[src/rtl/decryption_dispatcher.sv]
// Input stage of the decryption path: routes each message to one of three engines,
// truncates over-long messages with an injected token, and waits for the engine to drain.
module decryption_dispatcher #(
   parameter int                 D_WIDTH                = 8,
   parameter int                 MAX_NOF_CHARS          = 50,
   parameter logic [D_WIDTH-1:0] START_DECRYPTION_TOKEN = 8'hFA
) (
   input  logic               clk,
   input  logic               rst_n,
   input  logic [D_WIDTH-1:0] data_i,
   input  logic               valid_i,
   input  logic [1:0]         sel_i,
   output logic               ready_o,
   output logic [D_WIDTH-1:0] data0_o,
   output logic [D_WIDTH-1:0] data1_o,
   output logic [D_WIDTH-1:0] data2_o,
   output logic               valid0_o,
   output logic               valid1_o,
   output logic               valid2_o,
   input  logic               busy0_i,
   input  logic               busy1_i,
   input  logic               busy2_i,
   output logic               err_o
);

   // state   | meaning
   // IDLE    | waiting for the first character of a message
   // FORWARD | streaming characters to the selected engine
   // INJECT  | message hit the limit, emit the token ourselves
   // DISCARD | dropping the truncated tail until the real token
   // WAIT_HI | waiting up to 4 cycles for engine busy to rise
   // WAIT_LO | waiting for engine busy to fall

   localparam int            CW      = $clog2(MAX_NOF_CHARS + 1);
   localparam logic [CW-1:0] CNT_MAX = CW'(MAX_NOF_CHARS);

   typedef enum logic [2:0] {IDLE, FORWARD, INJECT, DISCARD, WAIT_HI, WAIT_LO} state_t;

   state_t             state, state_nxt;
   logic [1:0]         sel_q, sel_nxt;
   logic [CW-1:0]      cnt, cnt_nxt, cnt_inc;
   logic [1:0]         wait_cnt, wait_nxt;
   logic               fwd_en;
   logic [1:0]         fwd_ch;
   logic [D_WIDTH-1:0] fwd_data;
   logic               err_nxt;
   logic               xfer, is_tok, busy_sel;
   logic [3:0]         busy_vec;
   logic [D_WIDTH-1:0] data_q [3];
   logic [2:0]         valid_q;
   logic               err_q;

   assign ready_o  = (state == IDLE) || (state == FORWARD) || (state == DISCARD);
   assign xfer     = valid_i && ready_o;
   assign is_tok   = (data_i == START_DECRYPTION_TOKEN);
   assign busy_vec = {1'b0, busy2_i, busy1_i, busy0_i};
   assign busy_sel = busy_vec[sel_q];
   assign cnt_inc  = (cnt == CNT_MAX) ? cnt : cnt + 1'b1;

   always_comb begin
      state_nxt = state;
      sel_nxt   = sel_q;
      cnt_nxt   = cnt;
      wait_nxt  = wait_cnt;
      fwd_en    = 1'b0;
      fwd_ch    = sel_q;
      fwd_data  = '0;
      err_nxt   = 1'b0;
      case (state)
         IDLE: begin
            if (xfer && !is_tok) begin
               if (sel_i == 2'd3) begin
                  err_nxt = 1'b1;
               end else begin
                  sel_nxt   = sel_i;
                  fwd_en    = 1'b1;
                  fwd_ch    = sel_i;
                  fwd_data  = data_i;
                  cnt_nxt   = CW'(1);
                  state_nxt = (MAX_NOF_CHARS == 1) ? INJECT : FORWARD;
               end
            end
         end
         FORWARD: begin
            if (xfer) begin
               fwd_en   = 1'b1;
               fwd_data = data_i;
               if (is_tok) begin
                  wait_nxt  = 2'd0;
                  state_nxt = WAIT_HI;
               end else begin
                  cnt_nxt = cnt_inc;
                  if (cnt_inc == CNT_MAX) state_nxt = INJECT;
               end
            end
         end
         INJECT: begin
            fwd_en    = 1'b1;
            fwd_data  = START_DECRYPTION_TOKEN;
            err_nxt   = 1'b1;
            state_nxt = DISCARD;
         end
         DISCARD: begin
            if (xfer && is_tok) begin
               wait_nxt  = 2'd0;
               state_nxt = WAIT_HI;
            end
         end
         WAIT_HI: begin
            // an engine that never raises busy must not lock up the input
            if (busy_sel)               state_nxt = WAIT_LO;
            else if (wait_cnt == 2'd3)  state_nxt = IDLE;
            else                        wait_nxt  = wait_cnt + 2'd1;
         end
         WAIT_LO: begin
            if (!busy_sel) state_nxt = IDLE;
         end
         default: state_nxt = IDLE;
      endcase
      if (state_nxt == IDLE && state != IDLE) cnt_nxt = '0;
   end

   always_ff @(posedge clk or negedge rst_n) begin
      if (!rst_n) begin
         state    <= IDLE;
         sel_q    <= 2'd0;
         cnt      <= '0;
         wait_cnt <= 2'd0;
         valid_q  <= 3'b000;
         err_q    <= 1'b0;
         for (int c = 0; c < 3; c++) data_q[c] <= '0;
      end else begin
         state    <= state_nxt;
         sel_q    <= sel_nxt;
         cnt      <= cnt_nxt;
         wait_cnt <= wait_nxt;
         err_q    <= err_nxt;
         for (int c = 0; c < 3; c++) begin
            valid_q[c] <= fwd_en && (fwd_ch == 2'(c));
            data_q[c]  <= (fwd_en && (fwd_ch == 2'(c))) ? fwd_data : '0;
         end
      end
   end

   assign data0_o  = data_q[0];
   assign data1_o  = data_q[1];
   assign data2_o  = data_q[2];
   assign valid0_o = valid_q[0];
   assign valid1_o = valid_q[1];
   assign valid2_o = valid_q[2];
   assign err_o    = err_q;

endmodule

[config.mk]
export PLATFORM = sky130hd
export DESIGN_NAME = decryption_dispatcher
export DESIGN_NICKNAME = d
export VERILOG_FILES = /design/src/rtl/decryption_dispatcher.sv
export SDC_FILE = /design/constraint.sdc
export NUM_CORES = 1
export LEC_CHECK = 0
export ABC_CLOCK_PERIOD_IN_PS = 2110
export BUFFER_PORTS_ARGS = -buffer_cell sky130_fd_sc_hd__buf_2
export CAP_MARGIN = 20
export CORE_MARGIN = 2
export CORE_UTILIZATION = 45
export DETAILED_ROUTE_END_ITERATION = 7
export PLACE_DENSITY = 0.69
export SLEW_MARGIN = 20
export SYNTH_ARGS = -nofsm -noshare
export SYNTH_HDL_FRONTEND = slang
export SYNTH_SLANG_ARGS = --single-unit
[constraint.sdc]
create_clock -name clk -period 2.11 [get_ports clk]
set_clock_uncertainty 0.05 [all_clocks]
set_input_delay 0.633 -clock clk [delete_from_list [all_inputs] [get_ports clk]]
set_output_delay 0.633 -clock clk [all_outputs]
set_load 0.005 [all_outputs]
==> flow_metrics.env <==
export IMPL_grt_ovfl_total=0
export IMPL_clk_pin_slew_worst_paths_ps=80
export IMPL_regArea_sq_um=1030
export IMPL_drc=0
export IMPL_clockBufferDepth=2
export IMPL_fmax_mhz=490
export IMPL_drive_gt1_share_pct=33.7
export IMPL_io_pins=45
export IMPL_cts_sink_count=41
export IMPL_core_area_sq_um=4000
export IMPL_vias=1544
export IMPL_synth_top_area_cell="dfrtp_1"
export IMPL_yosysSeqAreaShare_pct=54.7
export IMPL_slew_headroom_pct=68.2
export IMPL_dieArea_sq_um=4700
export IMPL_drt_wl_total_mm=4.13
export IMPL_io_buffer_count=44
export IMPL_cts_hold_buf=0
export IMPL_synth_cell_types=49
export IMPL_hold_viol=0
export IMPL_synth_flop_cell="dfrtp_1"
export IMPL_ys_warn_count=0
export IMPL_worst_setup_path_end_kind="register"
export IMPL_final_net_count=267
export IMPL_multiInputGateArea_sq_um=800
export IMPL_globalplace_congestion=0.848
export IMPL_pre_cts_ws_ps=-43.8
export IMPL_avgViaCountPerCell=5.16
export IMPL_start_kind="register"
export IMPL_areaGrowthSynthToFinish_pct=28.3
export IMPL_worst_slack_ps=68.3
export IMPL_outcome="finished, final reports clean"
export IMPL_dp_cells=291
export IMPL_cp_max_fo=6
export IMPL_grt_pass1_vias=1521
export IMPL_synth_avg_cell_area_sq_um=10.2
export IMPL_peakVddDrop_v=0.000529
export IMPL_hp_class="primary input to asynchronous set/reset pin"
export IMPL_worstMarginPinSlew_ps=478
export IMPL_power_density_nw_per_um2=815
export IMPL_min_period_ps=2040
export IMPL_cts_max_level=2
export IMPL_fillers=346
export IMPL_maxCapViolCount=0
export IMPL_ys_ff_latch=41
export IMPL_synth_edf_count=0
export IMPL_stdcell_count=299
export IMPL_die_w_microns=68.6
export IMPL_clk_latency_ps=290
export IMPL_drt_first_iter_violations=104
export IMPL_rsz0062_at_grt="no"
export IMPL_dieHeight_microns=68.6
export IMPL_start_util_pct=46.9
export IMPL_utilization_pct=60.2
export IMPL_clockRootBuffer="clkbuf_8"
export IMPL_setup_viol=0
export IMPL_dp_hpwl_mm=3.20
export IMPL_timing_worst_setup_path_type="register to register"
export IMPL_p_total_w=0.00196
export IMPL_fin_crit_sh_pct=96.8
export IMPL_mappedNetlistNets=203
export IMPL_grtUsageTotal_pct=19.8
export IMPL_grt_first_pass_wirelength_mm=6.84
export IMPL_antenna_cells=0
export IMPL_synthCells=184
export IMPL_cts_made_buffers=5
export IMPL_synth_top_area_share_pct=54.7
export IMPL_firstDrtPassIters=4
export IMPL_routedWlPerCell_microns=13.8
export IMPL_async_flop_share_pct=100
export IMPL_cp_arrival_ps=2200
export IMPL_timing_setup_tns_ps=0
export IMPL_yosys_top_cells_area="dfrtp_1 55%, nor2_1 10%, nand2_1 2.4%, ha_1 2.0%, o211ai_1 1.6%"
export IMPL_antenna_found_initial=0
export IMPL_cts_tree="yes"
export IMPL_grt_max_degree=23
export IMPL_slew_viol_final=0
export IMPL_rows=23
export IMPL_leakage_nw=1.27
export IMPL_critical_path_required_ps=2270
export IMPL_syn_area_sq_um=1880
export IMPL_drtAntennaViolNets=0
==> where the power goes <==
group          leakage (nW)  switching [W]  internal (W)
logic                 0.656       0.000224      0.000193
registers             0.553      0.0000618      0.000852
clock network        0.0554       0.000276      0.000355
total                  1.27       0.000562       0.00140
==> critical path, stage by stage, from the launching register on <==
cell      delay [ps]
dfrtp_2          460
ha_1             200
nor2b_1          130
a311oi_1         300
o211ai_1         140
or4b_1           490
a21oi_1          190
==> layout make-up <==
| type | instances | share of cell area, % |
|---|---|---|
| tap | 50 | 2.60 |
| clock inverter | 2 | 1.61 |
| inverter | 7 | 1.09 |
| clock buffer | 6 | 3.01 |
| multi-input combinational | 131 | 33.2 |
| timing repair buffer | 62 | 15.8 |
| sequential | 41 | 42.7 |
==> layer usage <==
layer,track usage (%),up-vias,routed length [microns]
li1,-,763,-
met5,0,-,0
met2,34.0,25,2150
met1,24.7,751,1820
met3,3.90,5,121
met4,6.75,0,40
==> cells in the final DEF, fill, tap and decap left out, types with 4 or more instances in the layout <==
master | netlist | layout
o211ai_1 | 4 | 4
nor2_1 | 50 | 50
or2_2 | 4 | 4
dfrtp_1 | 41 | 40
nand2_1 | 12 | 12
buf_4 | 0 | 16
o21ai_0 | 4 | 4
buf_2 | 1 | 44
clkbuf_8 | 0 | 5
a31oi_1 | 4 | 4
inv_1 | 6 | 6
==> timing repair <==
item,CTS,global route
endpoints found under the setup margin,0,2
gates resized for setup,0,2
buffers inserted,0,0
==> state kept, by name (all words and copies together) (netlist names) <==
signal	count
data2_o	8
data0_o	8
data1_o	8
cnt	6
sel_q	2
wait_cnt	2
valid_q	3
state	3
err_o	1
==> metrics by stage <==
step / cell area (sq um) / hold WS [ps]
3_3_place_gp: 2290 / 448
2_1_floorplan: 1880 / 287
4_1_cts: 2400 / 258
3_5_place_dp: 2290 / 444
6_report: 2410 / 238
5_1_grt: 2410 / 279
==> cells in the mapped netlist (2+ instances only) <==
library cell / n
a21o_1: 2
a21oi_1: 3
a31oi_1: 4
and3b_1: 2
and4b_1: 2
clkbuf_1: 3
dfrtp_1: 41
ha_1: 3
inv_1: 6
mux2_2: 2
nand2_1: 12
nand3_1: 3
nor2_1: 50
nor2b_1: 4
nor3_1: 2
o211ai_1: 4
o21ai_0: 4
o22ai_2: 2
or2_2: 4
xor2_1: 2
==> kinds of logic (layout without fill, tap and decap cells) <==
kind of cell | after synthesis | in the layout | synth area share [%]
fa+ha+maj | 3 | 3 | 2.00
buf+inv | 12 | 77 | 2.87
compound gates | 32 | 32 | 13.6
xor+xnor | 2 | 2 | 0.934
mux | 2 | 2 | 1.20
simple gates | 92 | 92 | 24.7
flops | 41 | 41 | 54.7
==> worst paths after layout <==
path,startpoint,end,slack (ps),cells past startpoint
worst max-delay path,cnt[1]$_DFFE_PN0P_,state[1]$_DFF_PN0_,70,6
worst min-delay path,rst_n,data1_o[6]$_DFF_PN0_,240,1
worst max register to register,cnt[1]$_DFFE_PN0P_,state[1]$_DFF_PN0_,70,6
worst min register to register,wait_cnt[1]$_DFFE_PN0P_,wait_cnt[1]$_DFFE_PN0P_,460,1
max in group asynchronous,rst_n,state[2]$_DFF_PN0_,1240,2
min in group clk,wait_cnt[1]$_DFFE_PN0P_,wait_cnt[1]$_DFFE_PN0P_,460,1
No activity file was read; power rests on OpenSTA's default activity.
